[src/rtl/usb_fs_pkg.sv]
// usb_fs_pkg: shared constants and types for the full-speed USB datapath.
package usb_fs_pkg;

  localparam int USB_CLOCK_MULT_DEFAULT = 4;

  localparam logic [3:0] PID_ACK   = 4'h2;
  localparam logic [3:0] PID_NAK   = 4'hA;
  localparam logic [3:0] PID_STALL = 4'hE;
  localparam logic [3:0] PID_DATA0 = 4'h3;
  localparam logic [3:0] PID_DATA1 = 4'hB;

  localparam logic [15:0] CRC16_POLY = 16'h8005;
  localparam logic [15:0] CRC16_INIT = 16'hFFFF;

  // Sent LSB first: seven zeros then a one (KJKJKJKK on the wire).
  localparam logic [7:0] SYNC_BITS = 8'h80;

  // Encoded as {dp, dn}.
  typedef enum logic [1:0] {
    LS_SE0 = 2'b00,
    LS_K   = 2'b01,
    LS_J   = 2'b10
  } line_t;

  typedef enum logic [2:0] {
    ST_IDLE,
    ST_SYNC,
    ST_PID,
    ST_DATA,
    ST_CRC,
    ST_EOP
  } tx_state_t;

  function automatic line_t nrzi(input line_t cur, input logic b);
    if (b) return cur;
    return (cur == LS_J) ? LS_K : LS_J;
  endfunction

endpackage

[src/rtl/usb_fs_tx_crc16.sv]
// usb_fs_tx_crc16: serial USB CRC16, fed LSB-first data bits,
// remainder exposed inverted for MSB-first shift-out.
module usb_fs_tx_crc16
  import usb_fs_pkg::*;
(
  input  logic        clk_usb,
  input  logic        reset,
  input  logic        clr,
  input  logic        en,
  input  logic        bit_in,
  output logic [15:0] crc_inv
);

  logic [15:0] crc;

  always_ff @(posedge clk_usb) begin
    if (reset || clr) begin
      crc <= CRC16_INIT;
    end else if (en) begin
      crc <= {crc[14:0], 1'b0} ^
             ((crc[15] ^ bit_in) ? CRC16_POLY : 16'h0000);
    end
  end

  assign crc_inv = ~crc;

endmodule

[src/rtl/usb_fs_tx.sv]
// usb_fs_tx: full-speed USB transmit serializer (SYNC, PID, data,
// CRC16, EOP) with NRZI line coding and bit stuffing.
module usb_fs_tx
  import usb_fs_pkg::*;
#(
  parameter int USB_CLOCK_MULT = USB_CLOCK_MULT_DEFAULT
) (
  input  logic       clk_usb,
  input  logic       reset,
  input  logic       pkt_start,
  input  logic [3:0] pid,
  input  logic       tx_data_avail,
  input  logic [7:0] tx_data,
  output logic       tx_data_get,
  output logic       busy,
  output logic       pkt_end,
  output logic       oe,
  output logic       dp,
  output logic       dn
);

  localparam int TW =
    (USB_CLOCK_MULT > 1) ? $clog2(USB_CLOCK_MULT) : 1;
  localparam logic [TW-1:0] TMAX = TW'(USB_CLOCK_MULT - 1);

  tx_state_t     state, state_n;
  line_t         line, line_n;
  logic [TW-1:0] timer;
  logic [3:0]    idx, idx_n;
  logic [6:0]    sh, sh_n;
  logic [2:0]    ones, ones_n;
  logic [3:0]    pid_q, pid_n;
  logic          oe_n, end_n;
  logic          tick, stuff_due;
  logic          send, bit_v;
  logic          crc_clr, crc_en;
  logic [15:0]   crc_inv;
  logic [3:0]    crc_idx;

  usb_fs_tx_crc16 u_crc (
    .clk_usb (clk_usb),
    .reset   (reset),
    .clr     (crc_clr),
    .en      (crc_en),
    .bit_in  (bit_v),
    .crc_inv (crc_inv)
  );

  assign tick = (state != ST_IDLE) && (timer == TMAX);
  assign stuff_due = (state inside {ST_PID, ST_DATA, ST_CRC}) &&
                     (ones == 3'd6);
  assign crc_idx = 4'd15 - (idx + 4'd1);

  always_ff @(posedge clk_usb) begin
    if (reset || state == ST_IDLE || tick) timer <= '0;
    else timer <= timer + 1'b1;
  end

  // sh holds the not-yet-sent bits of the current byte, next bit in sh[0].
  always_comb begin
    state_n     = state;
    line_n      = line;
    idx_n       = idx;
    sh_n        = sh;
    ones_n      = ones;
    pid_n       = pid_q;
    oe_n        = oe;
    end_n       = 1'b0;
    tx_data_get = 1'b0;
    crc_clr     = 1'b0;
    crc_en      = 1'b0;
    send        = 1'b0;
    bit_v       = 1'b0;
    if (state == ST_IDLE) begin
      if (pkt_start) begin
        state_n = ST_SYNC;
        idx_n   = '0;
        sh_n    = SYNC_BITS[7:1];
        ones_n  = '0;
        pid_n   = pid;
        oe_n    = 1'b1;
        crc_clr = 1'b1;
        line_n  = nrzi(LS_J, SYNC_BITS[0]);
      end
    end else if (tick) begin
      if (stuff_due) begin
        line_n = nrzi(line, 1'b0);
        ones_n = '0;
      end else begin
        unique case (state)
          ST_SYNC, ST_PID, ST_DATA: begin
            if (idx != 4'd7) begin
              idx_n  = idx + 4'd1;
              sh_n   = {1'b0, sh[6:1]};
              send   = 1'b1;
              bit_v  = sh[0];
              crc_en = (state == ST_DATA);
            end else if (state == ST_SYNC) begin
              state_n = ST_PID;
              idx_n   = '0;
              sh_n    = {~pid_q, pid_q[3:1]};
              send    = 1'b1;
              bit_v   = pid_q[0];
            end else if (state == ST_PID &&
                         pid_q[1:0] != PID_DATA0[1:0]) begin
              state_n = ST_EOP;
              idx_n   = '0;
              line_n  = LS_SE0;
              ones_n  = '0;
            end else if (tx_data_avail) begin
              state_n     = ST_DATA;
              idx_n       = '0;
              sh_n        = tx_data[7:1];
              tx_data_get = 1'b1;
              send        = 1'b1;
              bit_v       = tx_data[0];
              crc_en      = 1'b1;
            end else begin
              state_n = ST_CRC;
              idx_n   = '0;
              send    = 1'b1;
              bit_v   = crc_inv[15];
            end
          end
          ST_CRC: begin
            if (idx != 4'd15) begin
              idx_n = idx + 4'd1;
              send  = 1'b1;
              bit_v = crc_inv[crc_idx];
            end else begin
              state_n = ST_EOP;
              idx_n   = '0;
              line_n  = LS_SE0;
              ones_n  = '0;
            end
          end
          ST_EOP: begin
            if (idx == 4'd0) begin
              idx_n = 4'd1;
            end else if (idx == 4'd1) begin
              idx_n  = 4'd2;
              line_n = LS_J;
            end else begin
              state_n = ST_IDLE;
              idx_n   = '0;
              oe_n    = 1'b0;
              end_n   = 1'b1;
            end
          end
          default: ;
        endcase
      end
      if (send) begin
        line_n = nrzi(line, bit_v);
        if (state_n != ST_SYNC) ones_n = bit_v ? ones + 3'd1 : 3'd0;
      end
    end
  end

  always_ff @(posedge clk_usb) begin
    if (reset) begin
      state   <= ST_IDLE;
      line    <= LS_J;
      idx     <= '0;
      sh      <= '0;
      ones    <= '0;
      pid_q   <= '0;
      oe      <= 1'b0;
      pkt_end <= 1'b0;
    end else begin
      state   <= state_n;
      line    <= line_n;
      idx     <= idx_n;
      sh      <= sh_n;
      ones    <= ones_n;
      pid_q   <= pid_n;
      oe      <= oe_n;
      pkt_end <= end_n;
    end
  end

  assign busy = (state != ST_IDLE);
  assign dp   = line[1];
  assign dn   = line[0];

endmodule

[config.mk]
export PLATFORM = sky130hd
export DESIGN_NAME = usb_fs_tx
export DESIGN_NICKNAME = d
export VERILOG_FILES = /design/src/rtl/usb_fs_pkg.sv /design/src/rtl/usb_fs_tx_crc16.sv /design/src/rtl/usb_fs_tx.sv
export SDC_FILE = /design/constraint.sdc
export NUM_CORES = 1
export LEC_CHECK = 0
export ABC_AREA = 0
export ABC_CLOCK_PERIOD_IN_PS = 4800
export BUFFER_PORTS_ARGS = -buffer_cell sky130_fd_sc_hd__buf_2
export CAP_MARGIN = 15
export CORE_MARGIN = 8
export CORE_UTILIZATION = 25
export DETAILED_ROUTE_END_ITERATION = 8
export GPL_TIMING_DRIVEN = 1
export HOLD_SLACK_MARGIN = 0.08
export PLACE_DENSITY = 0.5
export SYNTH_ARGS = -nofsm -noshare
export SYNTH_HDL_FRONTEND = slang
export SYNTH_SLANG_ARGS = --single-unit
[constraint.sdc]
create_clock -name clk_usb -period 4.8 [get_ports clk_usb]
set_clock_uncertainty 0.1 [all_clocks]
set_input_delay 0.48 -clock clk_usb [delete_from_list [all_inputs] [get_ports clk_usb]]
set_output_delay 0.48 -clock clk_usb [all_outputs]
set_load 0.005 [all_outputs]
; ---- Word level (Yosys, flattened, before mapping)
; Index checks and enable logic that the tools add are counted.
[classes]
n_addsub = 4
order_cmp = 1
n_eq_ne = 25
muxes = 107
bitwise = 6
n_reduce_logical = 24
[op_table]
columns = op, count
row1 = $mux 3, 24
row2 = $mux 7, 9
row3 = $mux 1, 45
row4 = $mux 2, 15
row5 = $ne 5x5->1 const B, 5
row6 = $mux 4, 6
row7 = $mux 16, 1
row8 = $not 16->16, 1
row9 = $xor 16x16->16, 1
row10 = $ne 4x4->1 const B, 3
row11 = $pmux 4 s3, 1
row12 = $reduce_and 6->1, 2
row13 = $reduce_and 10->1, 1
row14 = $eq 3x3->1 const B, 3
row15 = $pmux 3 s3, 1
row16 = $ne 2x2->1 const B, 4
row17 = $reduce_bool 4->1, 2
row18 = $eq 3x2->1 const B, 2
row19 = $pmux 2 s3, 1
row20 = $pmux 3 s2, 1
row21 = $reduce_bool 2->1, 3
row22 = $reduce_bool 3->1, 2
row23 = $reduce_bool 6->1, 1
row24 = $reduce_or 6->1, 1
row25 = other kinds (24), 32
[word_totals]
register_bits = 43
inputBits = 16

; ---- Depth between registers and ports, before layout
[logic_depth]
word_depth = 17
depth_mapped = 11
ltp_nobuf = 8

; ---- By module
; A second synthesis with hierarchy kept.
[unflattened]
cells_unflattened = 335
area_unflattened_um2 = 2685.1
[modules_own_cells]
columns = mod, n_inst, cells_each, area_each_um2
row1 = usb_fs_tx, 1, 261, 2060.7
row2 = usb_fs_tx_crc16, 1, 74, 624.3

; ---- Least setup slack after synthesis
; No wires, ideal clock.
[synth_timing]
kind = register -> register
start = register idx[0]
end = register u_crc.crc[2]
setup_ns = 0.130
arrival_time_ns = 2.007
required_time_ns = 4.570
setup_slack_ns = 2.563
stages_incl_launch_ff = 10
n_path_buf = 1
period_less_slack_ns = 2.237
cell_sequence = dfxtp_1 > buf_6 > inv_1 > ha_1 > mux4_1 > mux2i_1 > mux2i_1 > o32a_2 > a2111oi_4 > nor3_1
[synth_via]
elab_chain_cells = 14
[synth_rtl]
columns = item, line_no
row1 = "start, declared", usb_fs_tx.sv:29  ; logic [3:0] idx, idx_n;
row2 = "start signal, assigned", usb_fs_tx.sv:173  ; idx <= idx_n;
row3 = $add 4x1->4, usb_fs_tx.sv:52  ; assign crc_idx = 4'd15 - (idx + 4'd1);
row4 = $sub 4x4->4, usb_fs_tx.sv:52
row5 = $bmux 1 s4, usb_fs_tx.sv:129  ; bit_v = crc_inv[crc_idx];
row6 = $mux 1 (not written as such), usb_fs_tx.sv:129
row7 = $mux 1, usb_fs_tx.sv:126  ; if (idx != 4'd15) begin
row8 = $pmux 1 s2, usb_fs_tx.sv:90  ; unique case (state)
row9 = $mux 1, usb_fs_tx.sv:86  ; if (stuff_due) begin
row10 = $mux 1, usb_fs_tx.sv:85  ; end else if (tick) begin
row11 = $mux 1, usb_fs_tx.sv:74  ; if (state == ST_IDLE) begin
row12 = $mux 1, usb_fs_tx.sv:85
row13 = $mux 1, usb_fs_tx.sv:74
row14 = $xor 1x1->1, usb_fs_tx_crc16.sv:21  ; ((crc[15] ^ bit_in) ? CRC16_POLY : 16'h0000);
row15 = $mux 16, usb_fs_tx_crc16.sv:21
row16 = $xor 16x16->16, usb_fs_tx_crc16.sv:20  ; crc <= {crc[14:0], 1'b0} ^
row17 = "end signal, assigned", usb_fs_tx_crc16.sv:20
row18 = "end, declared", usb_fs_tx_crc16.sv:14  ; logic [15:0] crc;
; Several ways; a longest one is shown, not always the timed one. The select of a mux whose other input is x is not followed.
; A chain may end at the register's enable or synchronous reset.

; ---- Worst setup path after layout
[layout_timing]
start = register idx[0]
end = register u_crc.crc[15]
; The elaborated chain is that of the path after synthesis.

==> results.sh <==
export IMPL_status="completed"
export IMPL_clockBufferDepth=2
export IMPL_ys_seq_area_share_pct=32.92
export IMPL_hold_class="input pin to flip-flop"
export IMPL_synth_area_leaders="dfxtp_1 (33%), nand2_1 (7.6%), a21oi_1 (4.2%), nand3_1 (4.2%), mux4_1 (4.0%)"
export IMPL_port_buffers=21
export IMPL_post_route_min_period_ps=2964
export IMPL_drive_gt1_share_pct=12.42
export IMPL_crit_required_ps=4890
export IMPL_final_common_cell="nand2_1"
export IMPL_dieHeight_um=118.3
export IMPL_max_cap_viol_count=0
export IMPL_cts_clk_slew_worst_paths_ps=90
export IMPL_syn_cell_area_um2=2615
export IMPL_post_route_period_util_pct=61.74
export IMPL_cts_resized_gates=0
export IMPL_grtUsageTotal_pct=9.428
export IMPL_antenna_left=0
export IMPL_netlist_instances=322
export IMPL_cts_tree="done"
export IMPL_synth_edf_count=0
export IMPL_critPathSlowestCell="a21boi_2"
export IMPL_cts_made_buffers=5
export IMPL_hold_buffers=0
export IMPL_core_um2=10230
export IMPL_synth_area_leader_cell="dfxtp_1"
export IMPL_nets=351
export IMPL_cts_sinks=43
export IMPL_core_rowCount=37
export IMPL_hpwl_um=4858
export IMPL_areaGrowthSynthToFinish_pct=11.91
export IMPL_start_kind="flip-flop"
export IMPL_die_area_um2=13990
export IMPL_yosysWarnings=0
export IMPL_avgSynthCellArea_um2=8.121
export IMPL_arrival_ps=3050
export IMPL_tns_ps=0
export IMPL_grt_pass1_wl_um=11130
export IMPL_root_buffer="clkbuf_8"
export IMPL_async_flop_share_pct=0
export IMPL_drv_slew=0
export IMPL_p_total_mw=0.7959
export IMPL_peakVddDrop_mv=0.1090
export IMPL_io_pins=22
export IMPL_max_stage_delay_ps=630
export IMPL_antenna_found_initial=0
export IMPL_synth_nets=344
export IMPL_routed_wl_um=6730
export IMPL_vias=2379
export IMPL_end_kind="flip-flop"
export IMPL_leakagePower_nw=1.150
export IMPL_relSlewSlack_pct=50.39
export IMPL_synth_top_area_share_pct=32.92
export IMPL_gr_total_overflow=0
export IMPL_crit_fanout=17
export IMPL_reg2reg_slack_ps=1840
export IMPL_first_pass_iters=4
export IMPL_hold_violations=0
export IMPL_place_gp_congestion=0.8261
export IMPL_ys_types=70
export IMPL_grt_max_degree=27
export IMPL_critical_path_class="flip-flop to flip-flop"
export IMPL_worstMarginPinSlew_ps=739.8
export IMPL_start_util_pct=25.56
export IMPL_final_setup_viol_count=0
export IMPL_rsz0062_at_grt="false"
export IMPL_post_cts_buffers=0
export IMPL_remaining_drc_errors=0
export IMPL_grt_pass1_vias=2198
export IMPL_clk_latency_ps=300
export IMPL_drt_iter0_drc=153
export IMPL_routed_via_density=5.105
export IMPL_fillerInstances=1115
export IMPL_path_cells="ha_1, and3b_1, o311ai_1, a21boi_2, nand4_1, mux2i_1, nor3_1"
export IMPL_synth_seq_cells=43
export IMPL_final_cell_mix="nand2_1 (53), dfxtp_1 (43), a21oi_1 (22), nand3_1 (22), buf_2 (21)"
export IMPL_cellPowerDensity_nw_per_um2=272.0
export IMPL_synthFlopType="dfxtp_1"
export IMPL_die_x_um=118.3
export IMPL_fmax_mhz=337.4
export IMPL_wl_per_cell_um=14.44
export IMPL_htreeDepth=2
export IMPL_antenna_cells=0
## cell type report
cell class / instances / area [µm²] / area share, %
clock buffer: 6 / 72.57 / 2.480
clock inverter: 2 / 60.06 / 2.052
inverter: 12 / 45.04 / 1.539
multi-input combinational: 244 / 1598 / 54.60
sequential: 43 / 860.8 / 29.41
tap: 136 / 170.2 / 5.814
timing repair buffer: 23 / 120.1 / 4.104
## final timing paths
path             from       endpoint  depth (start not counted)
min reg2reg  timer[0]       timer[0]                          1
min            pid[2]       pid_q[2]                          3
max            idx[0]  u_crc.crc[15]                          7
max reg2reg    idx[0]  u_crc.crc[15]                          7
## critical path: cells and delay by family, from the launching register on
kind / cells / cell delay [ps]
fa+ha+maj: 1 / 380
mux: 1 / 160
compound gates: 2 / 890
simple gates: 3 / 790
flops: 1 / 540
## where the power goes
group	internal, mW	total, mW	switching, mW
clock	0.208	0.336	0.128
sequential	0.365	0.375	0.0104
combinational	0.0329	0.0848	0.0519
total	0.606	0.796	0.190
## state kept, by name, summed over array words and instances (netlist names)
signal,flops
pid_q,4
line,2
timer,2
u_crc.crc,16
oe,1
ones,3
pkt_end,1
state,3
idx,4
sh,7
## cells in the mapped netlist (all sizes together), types with 2 or more instances
library cell  count
nor4              2
or3b              2
o32ai             2
nor2b             4
nand3            22
xnor2             2
or3               2
xor2              2
and3              4
ha                6
nand3b            3
a22o              5
nand2b            6
o311ai            2
o31ai             4
inv              12
mux4              4
o211ai            5
mux2i             9
clkbuf            9
and2              2
a211o             2
nor3              7
a21boi            3
a32oi             2
o21ai            10
a2111oi           2
o22ai             2
nor2             19
or2               3
o2111ai           3
a31oi             4
nand2            53
dfxtp            43
buf              14
a21oi            22
nand4             2
a21o              2
## kinds of logic (layout without fill, tap and decap cells)
logic type,Yosys count,count (layout),synth area share [%]
XOR/XNOR,4,4,1.340
flip-flops,43,43,32.92
adder cells (fa/ha/maj),6,6,2.871
buffers and inverters,35,43,5.980
AO/OA/AOI/OAI,81,81,22.68
multiplexers,14,14,7.895
AND/OR/NAND/NOR,139,139,26.32
## routing by layer
layer / routed length (µm) / up-vias / GRT usage (%)
met5: 0 / - / 0
met4: 87 / 0 / 3.443
met3: 319 / 9 / 2.142
met2: 3115 / 54 / 14.96
met1: 3208 / 1126 / 12.24
li1: - / 1190 / -
## stage by stage
stage,cells,setup slack (ps),util [%],cell area [µm²],hold slack [ps]
after floorplan,322,2563,-,2615,307.2
after global placement,458,1955,27.31,2794,316.4
after detailed placement,458,1867,27.31,2794,325.2
after CTS,466,1859,28.60,2927,318.3
after global routing,466,1542,28.60,2927,336.5
final,466,1836,28.60,2927,328.3
(Power assumes the default switching activity.)
